--- config.mk ---
export PLATFORM = sky130hd
export DESIGN_NAME = keypad_key_fifo_flat
export DESIGN_NICKNAME = d
export VERILOG_FILES = /design/src/rtl/keypad_key_fifo_if.sv /design/src/rtl/keypad_key_fifo.sv /design/src/flat_wrapper.sv
export SDC_FILE = /design/constraint.sdc
export NUM_CORES = 1
export LEC_CHECK = 0
export CAP_MARGIN = 20
export CORE_ASPECT_RATIO = 1.1
export CORE_UTILIZATION = 65
export CTS_BUF_LIST = sky130_fd_sc_hd__clkbuf_4 sky130_fd_sc_hd__clkbuf_8
export DETAILED_ROUTE_END_ITERATION = 8
export PLACE_DENSITY = 0.94
export SLEW_MARGIN = 20
export SYNTH_ARGS = -nofsm -noshare
export SYNTH_HDL_FRONTEND = slang
export SYNTH_SLANG_ARGS = --single-unit
--- constraint.sdc ---
create_clock -name system_clk_i -period 6.1 [get_ports system_clk_i]
set_input_delay 0.915 -clock system_clk_i [delete_from_list [all_inputs] [get_ports system_clk_i]]
set_output_delay 0.915 -clock system_clk_i [all_outputs]
set_load 0.1 [all_outputs]
--- src/rtl/keypad_key_fifo_if.sv ---
// Key FIFO bus: controller write side, APB pop side and status.
// Master drives strobes/threshold; slave (the FIFO) returns head and status.
interface keypad_key_fifo_if #(
    parameter int LEVEL_WIDTH = 5
);
    logic                   wr_en_i;
    logic [5:0]             wr_position_i;
    logic [7:0]             wr_ascii_i;
    logic                   rd_en_i;
    logic                   fifo_clear_i;
    logic                   overflow_clr_i;
    logic [LEVEL_WIDTH-1:0] threshold_i;
    logic [5:0]             rd_position_o;
    logic [7:0]             rd_ascii_o;
    logic                   rd_valid_o;
    logic                   position_fifo_full_o;
    logic                   keycode_fifo_full_o;
    logic                   empty_o;
    logic [LEVEL_WIDTH-1:0] level_o;
    logic                   threshold_irq_o;
    logic                   overflow_o;
    logic                   underflow_o;
    logic [7:0]             drop_count_o;

    modport master (
        output wr_en_i, wr_position_i, wr_ascii_i,
        output rd_en_i, fifo_clear_i, overflow_clr_i,
        output threshold_i,
        input  rd_position_o, rd_ascii_o, rd_valid_o,
        input  position_fifo_full_o, keycode_fifo_full_o,
        input  empty_o, level_o, threshold_irq_o,
        input  overflow_o, underflow_o, drop_count_o
    );

    modport slave (
        input  wr_en_i, wr_position_i, wr_ascii_i,
        input  rd_en_i, fifo_clear_i, overflow_clr_i,
        input  threshold_i,
        output rd_position_o, rd_ascii_o, rd_valid_o,
        output position_fifo_full_o, keycode_fifo_full_o,
        output empty_o, level_o, threshold_irq_o,
        output overflow_o, underflow_o, drop_count_o
    );
endinterface

--- src/rtl/keypad_key_fifo.sv ---
// FWFT key event FIFO between keypad scanner and APB slave.
// Optional KEYPAD_FIFO_DROP_CNT_EN adds a saturating dropped-write counter.
module keypad_key_fifo #(
    parameter int DEPTH_LOG2  = 4,
    parameter int LEVEL_WIDTH = DEPTH_LOG2 + 1
) (
    input  logic             system_clk_i,
    input  logic             system_rst_n_i,
    keypad_key_fifo_if.slave bus
);
    localparam int DEPTH = 2 ** DEPTH_LOG2;
    localparam logic [LEVEL_WIDTH-1:0] FULL_LVL = LEVEL_WIDTH'(DEPTH);

    logic [13:0] mem_q [DEPTH];

    logic [DEPTH_LOG2-1:0]  wr_ptr_q, wr_ptr_d;
    logic [DEPTH_LOG2-1:0]  rd_ptr_q, rd_ptr_d;
    logic [LEVEL_WIDTH-1:0] level_q, level_d;
    logic full_q, full_d;
    logic empty_q, empty_d;
    logic irq_q, irq_d;
    logic ovf_q, ovf_d;
    logic udf_q, udf_d;
    logic wr_ok, rd_ok, ovf_evt, udf_evt;
    logic clr;

    assign clr = bus.fifo_clear_i;

    // Accept/reject decisions, pointer and level update, status flags
    always_comb begin
        wr_ok    = bus.wr_en_i & ~full_q & ~clr;
        rd_ok    = bus.rd_en_i & ~empty_q & ~clr;
        ovf_evt  = bus.wr_en_i & full_q & ~clr;
        udf_evt  = bus.rd_en_i & empty_q & ~clr;
        wr_ptr_d = wr_ptr_q;
        rd_ptr_d = rd_ptr_q;
        level_d  = level_q;
        if (clr) begin
            wr_ptr_d = '0;
            rd_ptr_d = '0;
            level_d  = '0;
        end else begin
            if (wr_ok) wr_ptr_d = wr_ptr_q + 1'b1;
            if (rd_ok) rd_ptr_d = rd_ptr_q + 1'b1;
            unique case ({wr_ok, rd_ok})
                2'b10:   level_d = level_q + 1'b1;
                2'b01:   level_d = level_q - 1'b1;
                default: level_d = level_q;
            endcase
        end
        full_d  = (level_d == FULL_LVL);
        empty_d = (level_d == '0);
        irq_d   = (bus.threshold_i != '0) &&
                  (level_d >= bus.threshold_i);
        ovf_d   = ovf_evt | (ovf_q & ~bus.overflow_clr_i);
        udf_d   = udf_evt | (udf_q & ~bus.overflow_clr_i);
    end

    // Control and status registers
    always_ff @(posedge system_clk_i) begin
        if (!system_rst_n_i) begin
            wr_ptr_q <= '0;
            rd_ptr_q <= '0;
            level_q  <= '0;
            full_q   <= 1'b0;
            empty_q  <= 1'b1;
            irq_q    <= 1'b0;
            ovf_q    <= 1'b0;
            udf_q    <= 1'b0;
        end else begin
            wr_ptr_q <= wr_ptr_d;
            rd_ptr_q <= rd_ptr_d;
            level_q  <= level_d;
            full_q   <= full_d;
            empty_q  <= empty_d;
            irq_q    <= irq_d;
            ovf_q    <= ovf_d;
            udf_q    <= udf_d;
        end
    end

    // Entry storage; contents are never reset
    always_ff @(posedge system_clk_i) begin
        if (system_rst_n_i && wr_ok)
            mem_q[wr_ptr_q] <= {bus.wr_position_i, bus.wr_ascii_i};
    end

    assign bus.rd_position_o        = mem_q[rd_ptr_q][13:8];
    assign bus.rd_ascii_o           = mem_q[rd_ptr_q][7:0];
    assign bus.rd_valid_o           = ~empty_q;
    assign bus.position_fifo_full_o = full_q;
    assign bus.keycode_fifo_full_o  = full_q;
    assign bus.empty_o              = empty_q;
    assign bus.level_o              = level_q;
    assign bus.threshold_irq_o      = irq_q;
    assign bus.overflow_o           = ovf_q;
    assign bus.underflow_o          = udf_q;

`ifdef KEYPAD_FIFO_DROP_CNT_EN
    logic [7:0] drop_q, drop_d;

    // Saturating count of rejected writes; a drop beats a same-cycle clear
    always_comb begin
        drop_d = drop_q;
        if (ovf_evt) begin
            if (bus.overflow_clr_i)   drop_d = 8'd1;
            else if (drop_q != 8'hFF) drop_d = drop_q + 8'd1;
        end else if (bus.overflow_clr_i) begin
            drop_d = '0;
        end
    end

    // Drop counter register
    always_ff @(posedge system_clk_i) begin
        if (!system_rst_n_i) drop_q <= '0;
        else                 drop_q <= drop_d;
    end

    assign bus.drop_count_o = drop_q;
`else
    assign bus.drop_count_o = '0;
`endif
endmodule

--- src/flat_wrapper.sv ---
// flat-port wrapper written by rule: the top's interface ports become plain ports
module keypad_key_fifo_flat 
#(
    parameter int DEPTH_LOG2  = 4,
    parameter int LEVEL_WIDTH = DEPTH_LOG2 + 1
)
  (system_clk_i, system_rst_n_i, bus_wr_en_i, bus_wr_position_i, bus_wr_ascii_i, bus_rd_en_i, bus_fifo_clear_i, bus_overflow_clr_i, bus_threshold_i, bus_rd_position_o, bus_rd_ascii_o, bus_rd_valid_o, bus_position_fifo_full_o, bus_keycode_fifo_full_o, bus_empty_o, bus_level_o, bus_threshold_irq_o, bus_overflow_o, bus_underflow_o, bus_drop_count_o);
  keypad_key_fifo_if #(.LEVEL_WIDTH(LEVEL_WIDTH)) bus_i ();
  input  logic system_clk_i;
  input  logic system_rst_n_i;
  input wire logic [$bits(bus_i.wr_en_i)-1:0] bus_wr_en_i;
  input wire logic [$bits(bus_i.wr_position_i)-1:0] bus_wr_position_i;
  input wire logic [$bits(bus_i.wr_ascii_i)-1:0] bus_wr_ascii_i;
  input wire logic [$bits(bus_i.rd_en_i)-1:0] bus_rd_en_i;
  input wire logic [$bits(bus_i.fifo_clear_i)-1:0] bus_fifo_clear_i;
  input wire logic [$bits(bus_i.overflow_clr_i)-1:0] bus_overflow_clr_i;
  input wire logic [$bits(bus_i.threshold_i)-1:0] bus_threshold_i;
  output wire logic [$bits(bus_i.rd_position_o)-1:0] bus_rd_position_o;
  output wire logic [$bits(bus_i.rd_ascii_o)-1:0] bus_rd_ascii_o;
  output wire logic [$bits(bus_i.rd_valid_o)-1:0] bus_rd_valid_o;
  output wire logic [$bits(bus_i.position_fifo_full_o)-1:0] bus_position_fifo_full_o;
  output wire logic [$bits(bus_i.keycode_fifo_full_o)-1:0] bus_keycode_fifo_full_o;
  output wire logic [$bits(bus_i.empty_o)-1:0] bus_empty_o;
  output wire logic [$bits(bus_i.level_o)-1:0] bus_level_o;
  output wire logic [$bits(bus_i.threshold_irq_o)-1:0] bus_threshold_irq_o;
  output wire logic [$bits(bus_i.overflow_o)-1:0] bus_overflow_o;
  output wire logic [$bits(bus_i.underflow_o)-1:0] bus_underflow_o;
  output wire logic [$bits(bus_i.drop_count_o)-1:0] bus_drop_count_o;
  assign bus_i.wr_en_i = bus_wr_en_i;
  assign bus_i.wr_position_i = bus_wr_position_i;
  assign bus_i.wr_ascii_i = bus_wr_ascii_i;
  assign bus_i.rd_en_i = bus_rd_en_i;
  assign bus_i.fifo_clear_i = bus_fifo_clear_i;
  assign bus_i.overflow_clr_i = bus_overflow_clr_i;
  assign bus_i.threshold_i = bus_threshold_i;
  assign bus_rd_position_o = bus_i.rd_position_o;
  assign bus_rd_ascii_o = bus_i.rd_ascii_o;
  assign bus_rd_valid_o = bus_i.rd_valid_o;
  assign bus_position_fifo_full_o = bus_i.position_fifo_full_o;
  assign bus_keycode_fifo_full_o = bus_i.keycode_fifo_full_o;
  assign bus_empty_o = bus_i.empty_o;
  assign bus_level_o = bus_i.level_o;
  assign bus_threshold_irq_o = bus_i.threshold_irq_o;
  assign bus_overflow_o = bus_i.overflow_o;
  assign bus_underflow_o = bus_i.underflow_o;
  assign bus_drop_count_o = bus_i.drop_count_o;
  keypad_key_fifo #(.DEPTH_LOG2(DEPTH_LOG2), .LEVEL_WIDTH(LEVEL_WIDTH)) u_core (.system_clk_i(system_clk_i), .system_rst_n_i(system_rst_n_i), .bus(bus_i));
endmodule
======== Word-level counts from Yosys, hierarchy flattened ========
Memories as Yosys holds them, arrays and structs flattened. A register that Yosys moved wholly into a read port is not among the register bits.
Index checks and enable logic that the tools add are counted.
cells by class
  $add $sub $neg .......................... 4
  $lt $le $gt $ge ......................... 1
  equality and inequality tests ........... 3
  multiplexer cells ....................... 6
  bitwise logic cells ..................... 17
  reduce and logical (&&, ||, !) cells .... 5
operators with widths
  operator               count
  $and A1 B1 Y1          10
  $pmux W5 S2            1
  $add A4 B1 Y4 const B  2
  $mux W4                2
  $add A5 B1 Y5 const B  1
  $eq A5 B5 Y1 const B   1
  $ge A5 B5 Y1           1
  $logic_not A5 Y1       1
  $mux W5                1
  $not A1 Y1             5
  $reduce_bool A5 Y1     1
  $sub A5 B1 Y5 const B  1
  $eq A2 B1 Y1 const B   1
  $eq A2 B2 Y1 const B   1
  $logic_and A1 B1 Y1    2
  $mux W1                2
  $or A1 B1 Y1           2
  $reduce_or A2 Y1       1
storage, ports and cells
  flip-flop bits (word level) ............. 18
  RAM bits ................................ 224
  output and inout port bits .............. 34
  memories ................................ 1
memories
  name          words  bits a word  read ports  clocked after memory_dff  wr ports  RTL line               text
  u_core.mem_q  16     14           1           1                         1         keypad_key_fifo.sv:14  logic [13:0] mem_q [DEPTH];

======== Logic depth before layout (Yosys ltp) ========
Gate-level depths: netlist of the first run.
  depth after elaboration ................. 8
  mapped depth ............................ 16

======== Worst setup path after synthesis of the first run ========
OpenSTA, ideal clock, no wires.
  path kind ............................... reg2reg
  start point ............................. register u_core.empty_q (netlist: u_core.bus.empty_o)
  end point ............................... register u_core.irq_q (netlist: u_core.bus.threshold_irq_o)
  setup time .............................. 0.117 ns
  data arrival time ....................... 4.137 ns
  required time ........................... 5.983 ns
  slack ................................... 1.846 ns
  cell stages (with the launch flop) ...... 17
  buffers on the path ..................... 0
  cell sequence ........................... dfxtp_1 > inv_1 > nand2_1 > nor2_1 > ha_1 > xor2_1 > ha_1 > a21oi_1 > xor2_1 > nor2_1 > xnor2_1 > nor2_1 > ha_1 > a21o_1 > a21o_1 > a21oi_1 > nor2_1
between the ends
  word-level cells in the longest chain between the ends .. 8
  elaborated cells on any way between the ends .. 9
RTL lines
  element                                       RTL line               text
  start, declared                               keypad_key_fifo.sv:20  logic empty_q, empty_d;
  start signal, assigned                        keypad_key_fifo.sv:75  empty_q <= empty_d;
  $not A1 Y1 *                                  n/a
  net bus_rd_valid_o                            flat_wrapper.sv:20     output wire logic [$bits(bus_i.rd_valid_o)-1:0] bus_rd_valid_o;
  $and A1 B1 Y1 * (2 in series)                 keypad_key_fifo.sv:32  rd_ok = bus.rd_en_i & ~empty_q & ~clr;
  $eq A2 B1 Y1 or $eq A2 B2 Y1 (tied branches)  keypad_key_fifo.sv:45  unique case ({wr_ok, rd_ok})
  $pmux W5 S2 *                                 keypad_key_fifo.sv:45
  $mux W5 *                                     keypad_key_fifo.sv:38  if (clr) begin
  net u_core.level_d[2]                         keypad_key_fifo.sv:18  logic [LEVEL_WIDTH-1:0] level_q, level_d;
  $ge A5 B5 Y1 *                                keypad_key_fifo.sv:54  (level_d >= bus.threshold_i);
  $logic_and A1 B1 Y1 *                         keypad_key_fifo.sv:53  irq_d = (bus.threshold_i != '0) &&
  end signal, assigned                          keypad_key_fifo.sv:76  irq_q <= irq_d;
  end, declared                                 keypad_key_fifo.sv:21  logic irq_q, irq_d;
The timed path passes the listed nets; every way through them passes the cells marked *.
A chain may end at the register's enable or synchronous reset.

==> reports/qor.log, run 1 <==
[min_path] Hold Path Class reg2reg
[clock_tree] later-pin clock latency in the skew report 540 ps
[detailed_routing] number of optimization iterations in the first detailed-route pass 5
[clock_tree] Bufs on Longest Clock Path 3
[placed_design] count of input and output buffers 50
[pwr] leakage 3.70 nW
[worst_setup_path] endpoint of the worst register-to-register path u_core.bus.threshold_irq_o
[sta] Post-Route Setup TNS 0 ps
[worst_setup_path] Crit Path Class reg2out
[logic_synthesis] library cells used by synthesis 42
[global_route] GRT Resource Usage Total 27.2%
[die] width of the die 119 um
[sta] Hold Fails Final Rpt 0
[logic_synthesis] register bit total from synthesis 246
[global_route] initial antenna violation count 0
[worst_setup_path] CP endpoint kind primary output
[detailed_routing] WL final 20.1 mm
[cells_and_area] number of antenna diodes 0
[sta] Clock Skew 23.8 ps
[detailed_routing] number of DRC violations after detailed routing 0
[detailed_routing] Routed wire per std cell 26.1 um
[logic_synthesis] async set-or-reset flop fraction in the synthesized netlist 0%
[cells_and_area] signed area change from the synthesized netlist to the final layout 15.0%
[logic_synthesis] top_reg_cell synth edfxtp_1
[sta] worst-margin pin slew 1150 ps
[clock_tree] sink count of the clock tree 246
[detailed_routing] number of DRC markers after the initial detailed-route iteration 510
[die] row count 46
[clock_tree] number of resized instances in the post-cts repair step 0
[min_path] endpoint of the worst hold-timing path u_core.bus.overflow_o
[cells_and_area] layout cell share with drive strength beyond 1 22.1%
[logic_synthesis] cell types with the largest area share after synthesis edfxtp_1, mux4_2, mux4_1, dfxtp_1, ha_1
[min_path] Worst Hold Launch u_core.bus.overflow_o
[clock_tree] number of buffers inserted during clock tree synthesis 39
[die] number of I/O pins 59
[run] number of violations of the max-capacitance limit 0
[sta] Post-Route Hold Slack 480 ps
[global_route] remaining global-route overflow 0
[cells_and_area] net count of the finished layout 588
[sta] total count of max-transition violations in the final report 0
[detailed_routing] number of antenna-violating nets in the routed design 0
[clock_tree] cell at the root of the clock tree clkbuf_8
[outcome] outcome completed
[sta] final setup violation count 0
[logic_synthesis] number of warning messages in the yosys log 0
[clock_tree] clock input transition at the sequential cells of the worst setup and hold paths 60 ps
[worst_setup_path] Data arrival, critical path 3860 ps
[logic_synthesis] Synth top area share 68.2%
[sta] setup repair after global routing missed its margin false
[logic_synthesis] most numerous cell types in the synthesized netlist edfxtp_1, mux4_2, nor2_1
[clock_tree] TritonCTS clock tree yes
[worst_setup_path] source of the worst register-to-register timing path u_core.bus.keycode_fifo_full_o
[global_route] vias in the first global route 5171
[detailed_routing] drt via density 6.44
[die] Initial Utilization 67.5%
[pwr] VDD IR-drop max 0.000295 V
[worst_setup_path] number of cells on the worst reg-to-reg path 14
[die] Die Outline Area 15700 um^2
[logic_synthesis] share of the yosys chip area belonging to registers 72.6%
[logic_synthesis] synthesized instance count 473
[logic_synthesis] most numerous cell in the Yosys netlist edfxtp_1
[sta] worst rel slew slack 23.4%
[clock_tree] hold bufs inserted after CTS 0
[worst_setup_path] setup slack of the most critical reg-to-reg path 2690 ps
[worst_setup_path] launching element type of the critical path flip-flop
[global_route] largest net degree at the start of global routing 57
[pwr] power density normalized to cell area 302 nW/um^2
[worst_setup_path] crit path max fanout 41
[detailed_routing] via count of the routed design 4961
[placed_design] routability congestion estimate from global placement 0.785
[placed_design] post-detail-place hpwl 11.7 mm
[sta] top achievable clock speed 0.209 GHz
[logic_synthesis] netlist area before placement 9870 um^2
[logic_synthesis] number of synthesized flops with an enable pin 224
[die] core region area 14600 um^2
[min_path] count of cells along the worst hold path 2
[global_route] global-route wire length before repair 30.5 mm
[die] Die Height 131 um
[worst_setup_path] required time reported for the critical path endpoint 5180 ps
[clock_tree] depth of the CTS H-tree 2
[sta] post-route fraction of the period consumed by the critical path 78.4%
[sta] Final Critical Period 4780 ps
[clock_tree] Post CTS Setup Buffer Count 0
[logic_synthesis] synthesized area per cell 20.9 um^2
[logic_synthesis] area leader, netlist edfxtp_1
==> cell usage in the layout (no fill, tap or decap), types with 4 or more instances in the layout <==
cell               n
buf_4              7
xor2_1             8
a21oi_1            5
nor2_2             9
nand2_1           11
conb_1             8
bufinv_16          4
nand2b_1           6
inv_1             10
clkbuf_8          42
a21o_1             5
dfxtp_1           20
nor2_1            21
nor3_2             4
clkinv_2           7
clkdlybuf4s50_1   50
edfxtp_1         224
clkinv_1          12
xnor2_1            5
ha_1              13
mux4_1            24
mux4_2            46
==> critical path, cell delays in order, from the launching register on <==
cell	delay [ps]
dfxtp_2	990
buf_4	420
mux4_1	390
mux4_2	510
clkdlybuf4s50_1	980
==> state kept, by name (all words and copies together) (netlist names), named ones only <==
name / cells
u_core.bus.empty_o: 1
u_core.bus.keycode_fifo_full_o: 1
u_core.bus.level_o: 5
u_core.bus.overflow_o: 1
u_core.bus.threshold_irq_o: 1
u_core.bus.underflow_o: 1
u_core.mem_q: 224
u_core.rd_ptr_q: 4
u_core.wr_ptr_q: 4
==> metrics by stage <==
step                utilization (%)  setup slack (ps)  area, um^2  std cells  total power [mW]
global route                   77.6              1220       11300        770              3.52
detailed placement             71.8              1660       10500        700              2.02
finish                         77.6              1320       11300        770              3.43
floorplan                         -              1850        9890        480              1.98
CTS                            77.4              1270       11300        769              3.44
global placement               71.8              1820       10500        700              2.01
==> cell type report <==
class / instances / area (um^2)
inverter: 10 / 37.5
timing repair buffer: 58 / 581
clock buffer: 45 / 601
clock inverter: 24 / 208
fill: 766 / 3270
tap: 192 / 240
multi-input combinational: 195 / 2510
sequential: 246 / 7170
==> cells by family (layout without fill, tap and decap cells) <==
family                   Yosys count  in the layout  share of synthesized area [%]
flip-flops                       246            246                           72.6
multiplexers                      72             72                           17.1
AND/OR/NAND/NOR                   69             69                           3.32
buffers and inverters             39            137                           2.79
AO/OA/AOI/OAI                     20             20                           1.32
adder cells (fa/ha/maj)           13             13                           1.65
XOR/XNOR                          13             13                           1.15
other                              1              8                         0.0380
==> worst max path at each step <==
stage                                  to  slack (ps)  depth (start not counted)
6_report                bus_rd_ascii_o[4]        1320                          4
3_3_place_gp   u_core.bus.threshold_irq_o        1820                         16
4_1_cts                 bus_rd_ascii_o[4]        1270                          4
3_5_place_dp   u_core.bus.threshold_irq_o        1660                         16
5_1_grt                 bus_rd_ascii_o[4]        1220                          4
2_1_floorplan  u_core.bus.threshold_irq_o        1850                         16
==> power by group <==
| group | switching (mW) | internal [mW] | total (mW) |
|---|---|---|---|
| logic | 0.0994 | 0.0412 | 0.141 |
| registers | 0.00425 | 1.84 | 1.85 |
| clock network | 0.616 | 0.825 | 1.44 |
| total | 0.720 | 2.71 | 3.43 |
==> layer usage <==
layer  global-route usage, %  routed length (um)
met1                    34.6                7390
met4                    13.2                 822
met2                    44.8               10400
met3                    5.77                1470
met5                       0                   0
Power figures use the tool's default switching activity.
==> run 2, diff against run 1 <==
- CORE_UTILIZATION: 65 -> 55
- PLACE_DENSITY: 0.94 -> 0.86
- clock period: 6.1 -> 4 ns (I/O delays scaled with it)
==> run 2 against run 1 <==
Clock-buffer cell count is 5 higher. Critical endpoint is now u_core.bus.threshold_irq_o. Via count is 3.2% lower. Clock skew is 10 ps lower.
==> reports/qor.log, run 2 (synthesized netlist as in run 1, its figures left out) <==
[outcome] outcome completed
[worst_setup_path] logic depth of the worst path, buffers included 16
[detailed_routing] metal3 WL 995 um
[worst_setup_path] number of cells on the worst reg-to-reg path 16
[detailed_routing] number of optimization iterations in the first detailed-route pass 5
[worst_setup_path] Critical Path, Cell by Cell clkdlybuf4s50_1 > nor3b_1 > inv_1 > ha_1 > xor2_1 > ha_1 > a21oi_1 > xor2_1 > nor2_1 > xnor2_1 > nor2_1 > ha_1 > a21o_1 > a21o_1 > a21oi_1 > nor2_1
[detailed_routing] drt via density 5.78
[cells_and_area] non-filler instance count after layout 831
[clock_tree] hold bufs inserted after CTS 0
[cells_and_area] area of all placed cells without fillers 11400 um^2
[placed_design] count of input and output buffers 50
[detailed_routing] number of DRC markers after the initial detailed-route iteration 378
[sta] worst rel slew slack 34.7%
[detailed_routing] DR top layer met4
[cells_and_area] most frequent standard cell in the layout excluding fill and tap cells edfxtp_1
[cells_and_area] net count of the finished layout 604
[sta] Post-Route Hold Slack 507 ps
[pwr] VDD IR-drop max 0.000290 V
[pwr] leakage 3.78 nW
[clock_tree] depth of the CTS H-tree 2
[clock_tree] TritonCTS clock tree yes
[run] number of violations of the max-capacitance limit 0
[pwr] power density normalized to cell area 447 nW/um^2
[sta] final setup violation count 0
[die] row count 51
[worst_setup_path] Data arrival, critical path 3790 ps
[clock_tree] Post CTS Setup Buffer Count 0
[min_path] Worst Hold Launch u_core.bus.overflow_o
[sta] worst path setup slack after routing 593 ps
[worst_setup_path] setup slack of the most critical reg-to-reg path 830 ps
[sta] Final Critical Period 3410 ps
[clock_tree] number of buffers inserted during clock tree synthesis 37
[worst_setup_path] launching element type of the critical path input port
[sta] total count of max-transition violations in the final report 0
[sta] Hold Fails Final Rpt 0
[cells_and_area] number of antenna diodes 0
[worst_setup_path] crit path max-delay cell type clkdlybuf4s50_1
[worst_setup_path] Crit Path Class in2reg
[placed_design] total cell area at the placement stage 10700 um^2
[worst_setup_path] required time reported for the critical path endpoint 4390 ps
[die] Die Height 142 um
[detailed_routing] number of DRC violations after detailed routing 0
[detailed_routing] WL final 19.0 mm
[placed_design] Place WS 117 ps
[die] core region area 17600 um^2
[worst_setup_path] timing endpoint of the critical path u_core.bus.threshold_irq_o
[die] width of the die 130 um
[die] Initial Utilization 56.0%
[clock_tree] Bufs on Longest Clock Path 3
[sta] setup repair after global routing missed its margin false
[cells_and_area] number of flip-flops under the largest register name 224
[sta] top achievable clock speed 0.294 GHz
[worst_setup_path] endpoint of the worst register-to-register path u_core.bus.threshold_irq_o
[cells_and_area] Largest Register u_core.mem_q
[global_route] largest net degree at the start of global routing 31
[sta] worst-margin pin slew 976 ps
[worst_setup_path] crit path max fanout 7
[detailed_routing] total routed wire length on the met1 layer 7.46 mm
[sta] Post-Route Setup TNS 0 ps
[global_route] GRT Resource Usage Total 21.7%
[worst_setup_path] buffers plus inverters on the worst setup path 2
[detailed_routing] via count of the routed design 4802
[clock_tree] clock input transition at the sequential cells of the worst setup and hold paths 60 ps
[cells_and_area] layout cell share with drive strength beyond 1 25.6%
[cells_and_area] leading cell types in the layout, fill and taps excluded edfxtp_1, mux4_2, clkbuf_8
[worst_setup_path] crit path launch bus_wr_en_i
[global_route] vias in the first global route 5069
[sta] Clock Skew 13.7 ps
[clock_tree] cell at the root of the clock tree clkbuf_8
[worst_setup_path] family with the most delay on the worst path adder cells
[detailed_routing] Routed wire per std cell 22.9 um
[worst_setup_path] source of the worst register-to-register timing path u_core.bus.empty_o
[die] number of I/O pins 59
[die] Die Outline Area 18500 um^2
[detailed_routing] number of antenna-violating nets in the routed design 0
[global_route] initial antenna violation count 0
[placed_design] routability congestion estimate from global placement 0.725
[cells_and_area] signed area change from the synthesized netlist to the final layout 15.9%
[detailed_routing] met2 WL 10.1 mm
[global_route] global-route wire length before repair 28.6 mm
[sta] post-route fraction of the period consumed by the critical path 85.2%
[placed_design] post-detail-place hpwl 11.9 mm
[worst_setup_path] CP endpoint kind flip-flop
[placed_design] DP Cell Count 765
[clock_tree] sink count of the clock tree 246
[min_path] Hold Path Class reg2reg
[global_route] remaining global-route overflow 0
[clock_tree] later-pin clock latency in the skew report 510 ps
[clock_tree] number of resized instances in the post-cts repair step 0
[worst_setup_path] stage delay of the slowest cell on the critical path 490 ps
-- run 2: final cells by class --
cell class | instances | area (um^2)
clock inverters | 16 | 148
repair buffers | 76 | 686
flip-flops and latches | 246 | 7170
clock buffers | 50 | 619
multi-input cells | 195 | 2470
fillers | 1139 | 6180
inverters | 10 | 41.3
well taps | 238 | 298
-- run 2: metal layers --
metal | global-route usage [%] | vias up
met4 | 8.69 | 0
met2 | 37.6 | 196
li1 | - | 2107
met1 | 27.5 | 2461
met3 | 3.46 | 38
met5 | 0 | -
-- run 2: worst min-delay path by stage --
| stage | endpoint | cells past startpoint |
|---|---|---|
| floorplan | flip-flop | 2 |
| global placement | u_core.bus.overflow_o | 2 |
| detailed placement | u_core.bus.overflow_o | 2 |
| CTS | u_core.bus.overflow_o | 2 |
| global route | u_core.bus.overflow_o | 2 |
| finish | u_core.bus.overflow_o | 2 |
-- run 2: power breakdown --
| group | switching, mW | internal [mW] | total, mW |
|---|---|---|---|
| clock network | 0.883 | 1.20 | 2.08 |
| logic | 0.152 | 0.0629 | 0.215 |
| registers | 0.00649 | 2.81 | 2.82 |
| total | 1.04 | 4.07 | 5.12 |
-- run 2: worst min-delay path, cell delays in order (launching register included) --
cell      delay, ps
dfxtp_1         320
nand2b_1         60
a21boi_0         70
-- run 2: per-stage QoR --
stage / util, % / power (mW)
after global placement: 60.6 / 3.08
final: 64.9 / 5.12
after detailed placement: 60.6 / 3.09
after floorplan: - / 3.01
after CTS: 64.9 / 5.15
after global routing: 64.9 / 5.27
==> run 3, diff against run 2 <==
- GPL_TIMING_DRIVEN: unset -> 0
- SLEW_MARGIN: 20 -> 10
==> run 3 against run 2 <==
Final area increased by 1.2%. Die area did not move. Via count increased by 3.5%. Critical path type is now reg2out. Critical endpoint is now bus_rd_ascii_o[1]. Largest power group unchanged. Highest routed layer unchanged.
==> reports/qor.log, run 3 (synthesized netlist as in run 1, its figures left out) <==
[global_route] remaining global-route overflow 0
[global_route] global-route wire length before repair 29.9 mm
[run] number of violations of the max-capacitance limit 0
[clock_tree] hold bufs inserted after CTS 0
[outcome] outcome completed
[clock_tree] later-pin clock latency in the skew report 500 ps
[placed_design] count of input and output buffers 50
[cells_and_area] area taken by flip-flops and latches 7170 um^2
[sta] worst rel slew slack 31.1%
[pwr] total power consumption of the routed design 4.95 mW
[cells_and_area] number of antenna diodes 0
[pwr] leakage 3.84 nW
[worst_setup_path] Critical Path, Cell by Cell buf_2 > buf_1 > mux4_1 > mux4_2 > dlygate4sd2_1
[detailed_routing] WL final 19.9 mm
[detailed_routing] number of antenna-violating nets in the routed design 0
[cells_and_area] layout cell share with drive strength beyond 1 25.4%
[placed_design] post-detail-place hpwl 13.1 mm
[die] Die Height 142 um
[sta] Clock Skew 16.1 ps
[cells_and_area] signed area change from the synthesized netlist to the final layout 17.3%
[pwr] VDD IR-drop max 0.000213 V
[sta] Post-Route Setup TNS 0 ps
[sta] worst path setup slack after routing 132 ps
[cells_and_area] Final Core Density 65.7%
[global_route] GRT Resource Usage Total 22.9%
[clock_tree] TritonCTS clock tree yes
[detailed_routing] number of optimization iterations in the first detailed-route pass 4
[cells_and_area] most frequent standard cell in the layout excluding fill and tap cells edfxtp_1
[sta] Final Critical Period 3870 ps
[detailed_routing] drt via density 5.88
[die] number of I/O pins 59
[detailed_routing] Routed wire per std cell 23.6 um
[clock_tree] sink count of the clock tree 246
[cells_and_area] Fillers 1144
[sta] post-route fraction of the period consumed by the critical path 96.7%
[worst_setup_path] setup slack of the most critical reg-to-reg path 660 ps
[die] row count 51
[sta] total count of max-transition violations in the final report 0
[cells_and_area] leading cell types in the layout, fill and taps excluded edfxtp_1, mux4_2, clkbuf_8
[placed_design] Place WS -61.2 ps
[cells_and_area] number of flip-flops under the largest register name 224
[clock_tree] number of buffers inserted during clock tree synthesis 37
[sta] setup repair after global routing missed its margin false
[worst_setup_path] Crit Path Class reg2out
[clock_tree] Bufs on Longest Clock Path 3
[cells_and_area] Largest Register u_core.mem_q
[detailed_routing] via count of the routed design 4972
[sta] final setup violation count 0
[worst_setup_path] crit path max fanout 10
[worst_setup_path] stage delay of the slowest cell on the critical path 610 ps
[pwr] power density normalized to cell area 428 nW/um^2
[sta] top achievable clock speed 0.259 GHz
[worst_setup_path] Data arrival, critical path 3270 ps
[worst_setup_path] launching element type of the critical path flip-flop
[die] core region area 17600 um^2
[detailed_routing] number of DRC markers after the initial detailed-route iteration 386
[worst_setup_path] crit path max-delay cell type dlygate4sd2_1
[cells_and_area] net count of the finished layout 619
[die] Die Outline Area 18500 um^2
[die] Initial Utilization 56.0%
[sta] Hold Fails Final Rpt 0
[worst_setup_path] required time reported for the critical path endpoint 3400 ps
[min_path] Hold Path Class reg2reg
[sta] worst-margin pin slew 1030 ps
[detailed_routing] number of DRC violations after detailed routing 0
[worst_setup_path] CP endpoint kind primary output
[sta] Post-Route Hold Slack 486 ps
[cells_and_area] footprint of the multi-input gates 2500 um^2
[global_route] initial antenna violation count 0
[global_route] vias in the first global route 5160
[placed_design] routability congestion estimate from global placement 0.709
[clock_tree] clock input transition at the sequential cells of the worst setup and hold paths 60 ps
[die] width of the die 130 um
[global_route] largest net degree at the start of global routing 17
[clock_tree] depth of the CTS H-tree 2
[clock_tree] cell at the root of the clock tree clkbuf_8
==> run 3: cell count changes in the layout (fill, tap and decap cells not counted), moves of 2 or more <==
cell	change
buf_4	-26
dlygate4sd2_1	+14
nor2_1	-12
nor2_2	+12
buf_6	+7
clkbuf_4	+7
buf_8	+5
buf_2	+4
clkbuf_1	+4
clkinv_2	-4
bufinv_16	-3
dfxtp_1	+2
dlygate4sd1_1	+2
==> run 3: critical path: cells and delay by family, from the launching register on <==
kind / cells / cell delay, ps
buf+inv: 3 / 1470
flops: 1 / 350
mux: 2 / 950
==> run 3: power breakdown <==
| group | internal, mW | total (mW) | switching [mW] | leakage (nW) |
|---|---|---|---|---|
| Combinational | 0.0672 | 0.221 | 0.154 | 1.27 |
| Sequential | 2.81 | 2.82 | 0.00474 | 2.19 |
| Clock | 1.05 | 1.92 | 0.871 | 0.368 |
==> run 3: cell type report <==
| type | count | area share, % |
|---|---|---|
| clock inverters | 10 | 0.357 |
| flip-flops and latches | 246 | 62.0 |
| well taps | 238 | 2.57 |
| multi-input cells | 195 | 21.6 |
| plain buffers | 29 | 2.05 |
| inverters | 10 | 0.357 |
| repair buffers | 62 | 5.41 |
| clock buffers | 55 | 5.68 |
==> run 3: layer usage <==
layer / GRT usage, % / share of wire [%] / up-vias
met5: 0 / 0 / -
met4: 10.5 / 3.2 / 0
met3: 4.51 / 6.3 / 52
met2: 38.3 / 52 / 231
met1: 29.0 / 39 / 2551
li1: - / - / 2138
==> run 3: path summary, 6_finish.rpt <==
path                                  start                          to  cells past startpoint
min reg2reg           u_core.bus.overflow_o       u_core.bus.overflow_o                      2
min                   u_core.bus.overflow_o       u_core.bus.overflow_o                      2
max                               flip-flop           bus_rd_ascii_o[1]                      5
max reg2reg  u_core.bus.keycode_fifo_full_o  u_core.bus.threshold_irq_o                     15
==> run 3: repair_timing <==
action                                  CTS  global route
resized for setup                        14             0
buffers inserted                          0             0
endpoints found under the setup margin   14             0
==> run 3: metrics by stage <==
stage | area (um^2) | cells
floorplan | 9900 | 480
global placement | 10700 | 768
detailed placement | 10900 | 780
CTS | 11600 | 845
global route | 11600 | 845
finish | 11600 | 845
